## config.mk

```make
export PLATFORM = sky130hd
export DESIGN_NAME = reset_aggregator_flat
export DESIGN_NICKNAME = d
export VERILOG_FILES = /design/src/rtl/reset_aggregator_if.sv /design/src/rtl/reset_aggregator.sv /design/src/flat_wrapper.sv
export SDC_FILE = /design/constraint.sdc
export NUM_CORES = 1
export LEC_CHECK = 0
export CORE_MARGIN = 2
export CORE_UTILIZATION = 40
export DETAILED_ROUTE_END_ITERATION = 10
export HOLD_SLACK_MARGIN = 0.08
export PLACE_DENSITY_LB_ADDON = 0.25
export SYNTH_ARGS = -nofsm -noshare
export SYNTH_HDL_FRONTEND = slang
export SYNTH_SLANG_ARGS = --single-unit
```

## constraint.sdc

```tcl
create_clock -name clk -period 2.16 [get_ports clk]
set_clock_uncertainty 0.2 [all_clocks]
set_input_delay 0.216 -clock clk [delete_from_list [all_inputs] [get_ports clk]]
set_output_delay 0.216 -clock clk [all_outputs]
set_load 0.02 [all_outputs]
```

## src/rtl/reset_aggregator_if.sv

```systemverilog
`default_nettype none
// +----------------------------------------------------------------------------+
// | reset_aggregator_if                                                        |
// | Monitor-request / system-reset bundle between the monitors and aggregator. |
// | Rev 1.0                                                                    |
// +----------------------------------------------------------------------------+
interface reset_aggregator_if #(
   parameter int N_SRC = 3,
   parameter int CNT_W = 8
);
   logic [N_SRC-1:0] src_reset;
   logic             clear_cause;
   logic             sys_reset;
   logic [N_SRC-1:0] cause;
   logic [CNT_W-1:0] viol_cnt;

   // master: monitor/debug side; slave: the aggregator itself
   modport master (
      output src_reset, clear_cause,
      input  sys_reset, cause, viol_cnt
   );

   modport slave (
      input  src_reset, clear_cause,
      output sys_reset, cause, viol_cnt
   );
endinterface
`default_nettype wire

```

## src/rtl/reset_aggregator.sv

```systemverilog
`default_nettype none
// +----------------------------------------------------------------------------+
// | reset_aggregator                                                           |
// | ORs monitor reset requests into a stretched system reset; logs first cause |
// | Rev 1.0                                                                    |
// +----------------------------------------------------------------------------+
module reset_aggregator #(
   parameter int N_SRC   = 3,
   parameter int STRETCH = 4,
   parameter int SW      = 8,
   parameter int CNT_W   = 8
) (
   input  wire logic          clk,
   input  wire logic          reset,
   reset_aggregator_if.slave  agg
);

   typedef enum logic [0:0] {
      RUN  = 1'b0,
      HOLD = 1'b1
   } state_t;

   localparam logic [SW-1:0]    C_HOLD_RELOAD = SW'(STRETCH - 1);
   localparam logic [CNT_W-1:0] C_CNT_MAX     = {CNT_W{1'b1}};

   state_t           state_q, state_d;
   logic [SW-1:0]    hold_cnt_q, hold_cnt_d;
   logic [N_SRC-1:0] cause_q, cause_d;
   logic [CNT_W-1:0] viol_cnt_q, viol_cnt_d;
   logic             w_any_req;

   assign w_any_req = |agg.src_reset;

   always_comb begin
      state_d    = state_q;
      hold_cnt_d = hold_cnt_q;
      cause_d    = cause_q;
      viol_cnt_d = viol_cnt_q;
      case (state_q)
         RUN: begin
            if (w_any_req) begin
               state_d    = HOLD;
               hold_cnt_d = C_HOLD_RELOAD;
               if (viol_cnt_q != C_CNT_MAX) begin
                  viol_cnt_d = viol_cnt_q + CNT_W'(1);
               end
               // A simultaneous clear takes effect first, so the new request is captured.
               if ((cause_q == '0) || agg.clear_cause) begin
                  cause_d = agg.src_reset;
               end
            end else if (agg.clear_cause) begin
               cause_d = '0;
            end
         end
         HOLD: begin
            if (w_any_req) begin
               hold_cnt_d = C_HOLD_RELOAD;
            end else if (hold_cnt_q != '0) begin
               hold_cnt_d = hold_cnt_q - SW'(1);
            end else begin
               state_d = RUN;
            end
         end
         default: begin
            state_d    = HOLD;
            hold_cnt_d = C_HOLD_RELOAD;
         end
      endcase
   end

   always_ff @(posedge clk) begin
      if (reset) begin
         state_q    <= HOLD;
         hold_cnt_q <= C_HOLD_RELOAD;
         cause_q    <= '0;
         viol_cnt_q <= '0;
      end else begin
         state_q    <= state_d;
         hold_cnt_q <= hold_cnt_d;
         cause_q    <= cause_d;
         viol_cnt_q <= viol_cnt_d;
      end
   end

   // sys_reset comes straight off the state flop: no combinational path from src_reset.
   assign agg.sys_reset = (state_q == HOLD);
   assign agg.cause     = cause_q;
   assign agg.viol_cnt  = viol_cnt_q;

endmodule
`default_nettype wire

```

## src/flat_wrapper.sv

```systemverilog
// flat-port wrapper written by rule: the top's interface ports become plain ports
module reset_aggregator_flat 
#(
   parameter int N_SRC   = 3,
   parameter int STRETCH = 4,
   parameter int SW      = 8,
   parameter int CNT_W   = 8
)
  (clk, reset, agg_src_reset, agg_clear_cause, agg_sys_reset, agg_cause, agg_viol_cnt);
  reset_aggregator_if #(.N_SRC(N_SRC), .CNT_W(CNT_W)) agg_i ();
  input  wire logic clk;
  input  wire logic reset;
  input wire logic [$bits(agg_i.src_reset)-1:0] agg_src_reset;
  input wire logic [$bits(agg_i.clear_cause)-1:0] agg_clear_cause;
  output wire logic [$bits(agg_i.sys_reset)-1:0] agg_sys_reset;
  output wire logic [$bits(agg_i.cause)-1:0] agg_cause;
  output wire logic [$bits(agg_i.viol_cnt)-1:0] agg_viol_cnt;
  assign agg_i.src_reset = agg_src_reset;
  assign agg_i.clear_cause = agg_clear_cause;
  assign agg_sys_reset = agg_i.sys_reset;
  assign agg_cause = agg_i.cause;
  assign agg_viol_cnt = agg_i.viol_cnt;
  reset_aggregator #(.N_SRC(N_SRC), .STRETCH(STRETCH), .SW(SW), .CNT_W(CNT_W)) u_core (.clk(clk), .reset(reset), .agg(agg_i));
endmodule
```

### Word-level counts from Yosys, hierarchy flattened

Cells that the tools add are included.

* word-level logic and storage cells: 30
* output and inout port bits: 12
* register bits: 20

* add/subtract/negate cells: 2
* multiplexer cells: 11
* reductions and logical operators: 8
* bitwise operators: 1
* eq/ne operators: 4

Operators with widths (count)
* 8-bit 2-to-1 mux: 3
* 8-bit one-hot mux with 2 select lines: 1
* 3-bit 2-to-1 mux: 3
* 8-bit by 1-bit adder with 8-bit output (second input constant): 1
* 8-bit != test (second input constant): 1
* 8-bit nonzero test: 1
* 8-bit by 1-bit subtractor with 8-bit output (second input constant): 1
* 3-bit AND reduction: 2
* 3-bit zero test: 1
* 1-bit 2-to-1 mux: 3
* 3-bit != test (second input constant): 1
* 3-bit OR reduction: 1
* 2-bit by 1-bit != test with 1-bit output (second input constant): 1
* 2-bit != test (second input constant): 1
* 1-bit one-hot mux with 2 select lines: 1
* 2-bit AND reduction: 1
* 2-bit nonzero test: 1
* 1-bit logical OR: 1
* 1-bit inverter: 1

### Longest topological paths before layout

* word-level depth: 4
* mapped depth: 6

### Worst setup path after synthesis

Ideal clock, no wire load.

* kind: reg-to-reg
* start: reg u_core.viol_cnt_q[0], in the netlist u_core.agg.viol_cnt[0]
* end: reg u_core.viol_cnt_q[6], in the netlist u_core.agg.viol_cnt[6]
* setup slack: 0.323 ns
* data arrival time: 1.551 ns
* buffers on the path: 0
* data required time: 1.874 ns
* stages on the path, launching flop included: 6
* cells stage by stage: dfxtp_1 -> ha_1 -> and3_1 -> nor3b_1 -> a31oi_1 -> a211oi_1

* cells in the longest elaborated chain, start to end: 2
* elaborated cells between the ends (all ways): 3
* those cells by class: add/sub (1); eq/ne (1); reduce/logical (1)

Ends and longest elaborated chain
* start, declared: RTL line reset_aggregator.sv:29 `logic [CNT_W-1:0] viol_cnt_q, viol_cnt_d;`
* start signal, assigned: RTL line reset_aggregator.sv:81 `viol_cnt_q <= viol_cnt_d;`
* branches (longest 2 deep; another with 8-bit by 1-bit adder with 8-bit output)

Several ways; the timed one is not identified.
A chain may end at the register's enable or synchronous reset.

### Worst setup path after layout

Ends and elaborated chain as after synthesis.

==> impl_metrics.toml <==
[yosys]
postSynthRegisterBits = 20
synth_edf_count = 0
synth.distinct_cells = 31
netlist_area_um2 = 945
yosys-top-cells-count = "dfxtp_1 (20), nor2_1 (13), a21oi_1 (8)"
async_flop_share_pct = 0
synth_top_cell_area_share_pct = 42.4
yosys.area.top_type = "dfxtp_1"
postSynthNetCount = 116
yosysSeqAreaShare_pct = 42.4
avgSynthCellArea_um2 = 8.83
synthCells = 107
synth.most_common_cell = "dfxtp_1"
synth_area_leaders = "dfxtp_1 (42%), nor2_1 (5.2%), a21oi_1 (4.2%)"
yosys_warnings = 0
synth_ff_type = "dfxtp_1"

[setup_path]
regToRegStartpoint = "u_core.agg.viol_cnt[0]"
cp.arrival_ns = 1.97
r2r_slack_ns = 0.21
end_kind = "register"
cp-start-kind = "register"
crit_type = "register to register"
r2r_end = "u_core.agg.viol_cnt[6]"
ff2ff_path_depth = 5
critPathRequiredTime_ns = 2.18
cp_max_fo = 6

[clocking]
cts_setup_buffers = 0
clkTransAtPathRegs_ns = 0.11
root_buffer = "clkbuf_4"
clock_sinks = 20
cts_hold_buf = 0
cts_max_level = 1
clk_path_buf_depth = 2
cts_buffers = 3
cts_tree = "yes"
clk_latency_ns = 0.30
cts_resized = 0

[global_route]
grt_first_pass_wirelength_mm = 3.25
grt_max_degree = 12
antenna_found_initial = 0
met3_usage_pct = 3.43
grt_usage_pct = 15.9
grtUsageMet1_pct = 22.6
grt_pass1_vias = 764
top_usage_layer = "met1"
use_met2_pct = 22.5
grt.overflow.total = 0

[place]
numPortBuffers = 17
placed_area_um2 = 1150
dp_hpwl_mm = 1.43
gp_congestion = 0.777
place_ws_ns = -0.00760

[cells_and_area]
num_antenna_cells = 0
nets = 138
area_growth_pct = 26.0
stdcell_area_um2 = 1190
drive_above_1_share_pct = 6.25
fillers = 200

[sta]
post-route-period-util_pct = 90.1
fmax_ghz = 0.514
worst_pin_slew_ns = 0.666
post-route-min-period_ns = 1.95
finalHoldViolations = 0
slew_headroom_pct = 55.3
setup_viol = 0
finalMaxSlewViolations = 0
worst_slack_ns = 0.214
rsz0062_at_grt = "false"

[floorplanning]
die_h_um = 52.6
core_area_um2 = 2210
rows = 17
dieArea_um2 = 2770
fp.dieW_um = 52.6
pin_count = 18
initial_core_util_pct = 42.7

[hold_path]
whs_endpoint = "u_core.hold_cnt_q[5]"
hold_depth = 2
hold_path.class = "register to register"
min_from = "u_core.hold_cnt_q[5]"

[drt]
wl_mm = 1.94
vias = 872
drtPass1Iterations = 4
routed_via_density = 5.59
drcViolationCount = 0
ant_nets = 0
drt_iter0_drc = 18
wl_per_cell_um = 12.4

[pwr]
p_leak_uw = 0.000453
p_per_area_nw_per_um2 = 512
irDropWorstVdd_v = 0.000316

[status]
outcome = "finished, final reports clean"

[job]
maxCapViolCount = 0
## layout by cell type, fill, tap and decap left out, types with 3 or more instances in the layout
master and count:
a31oi_1 4, nor3_1 6, nor2_1 13, nor4_1 3, a21oi_1 8, xnor2_1 4, clkdlybuf4s50_1 17, clkbuf_4 3
inv_1 4, nand2b_1 3, a22o_1 3, nand2_1 6, ha_1 3, dfxtp_1 20, a211oi_1 5
## cells by family (layout without fill, tap and decap cells)
logic type      Yosys count  after routing  synth area share (%)
simple gates             47             47                  27.4
compound gates           25             25                  17.6
flops                    20             20                  42.4
buf+inv                   6             27                  2.78
xor+xnor                  4              4                  3.71
fa+ha+maj                 3              3                  3.97
mux                       2              2                  2.12
## where the power goes
group          internal, uW  switching, uW
Sequential              369          0.493
Combinational          12.4           11.2
Clock                   103            114
Total                   484            125
## final cells by class
type	instances	area [um^2]	area share, %
Clock buffer	4	36.3	3.05
Inverter	4	15.0	1.26
Multi-Input combinational cell	81	518	43.5
Sequential cell	20	400	33.6
Tap cell	28	35.0	2.94
Timing Repair Buffer	19	185	15.6
## sequential cells by signal, indices dropped and copies added (netlist names)
name / count
u_core.agg.cause: 3
u_core.agg.sys_reset: 1
u_core.agg.viol_cnt: 8
u_core.hold_cnt_q: 8
## worst max-delay path, stage by stage (launching register included)
cell and delay [ns]:
dfxtp_1 0.41, ha_1 0.28, and3_1 0.20, nor3b_1 0.42, a31oi_1 0.15, a211oi_1 0.21
## worst max-delay path by stage
stage | from | cells past startpoint | slack (ns) | to
6_report | u_core.agg.viol_cnt[0] | 5 | 0.21 | u_core.agg.viol_cnt[6]
3_5_place_dp | agg_src_reset[1] | 5 | -0.008 | u_core.hold_cnt_q[1]
5_1_grt | u_core.agg.viol_cnt[1] | 5 | 0.03 | u_core.agg.viol_cnt[6]
3_3_place_gp | agg_src_reset[1] | 5 | 0.08 | u_core.hold_cnt_q[1]
4_1_cts | u_core.agg.viol_cnt[0] | 5 | 0.20 | u_core.agg.viol_cnt[6]
2_1_floorplan | u_core.agg.viol_cnt[0] | 5 | 0.32 | u_core.agg.viol_cnt[6]
## through the flow
step	util [%]	hold WS [ns]	TNS [ns]	power, uW	cells
final	53.8	0.305	0	610	156
after global routing	53.8	0.359	0	634	156
after CTS	53.8	0.308	0	620	156
after detailed placement	52.1	0.285	-0.00760	401	152
after global placement	52.1	0.284	0	401	152
after floorplan	-	0.142	0	386	107
## metal layers
layer  part of all wire, %  vias up
met5                     0        -
met4                   1.5        0
met3                   4.3        4
met2                    44       21
met1                    51      403
li1                      -      444
Power figures use the tool's default switching activity.
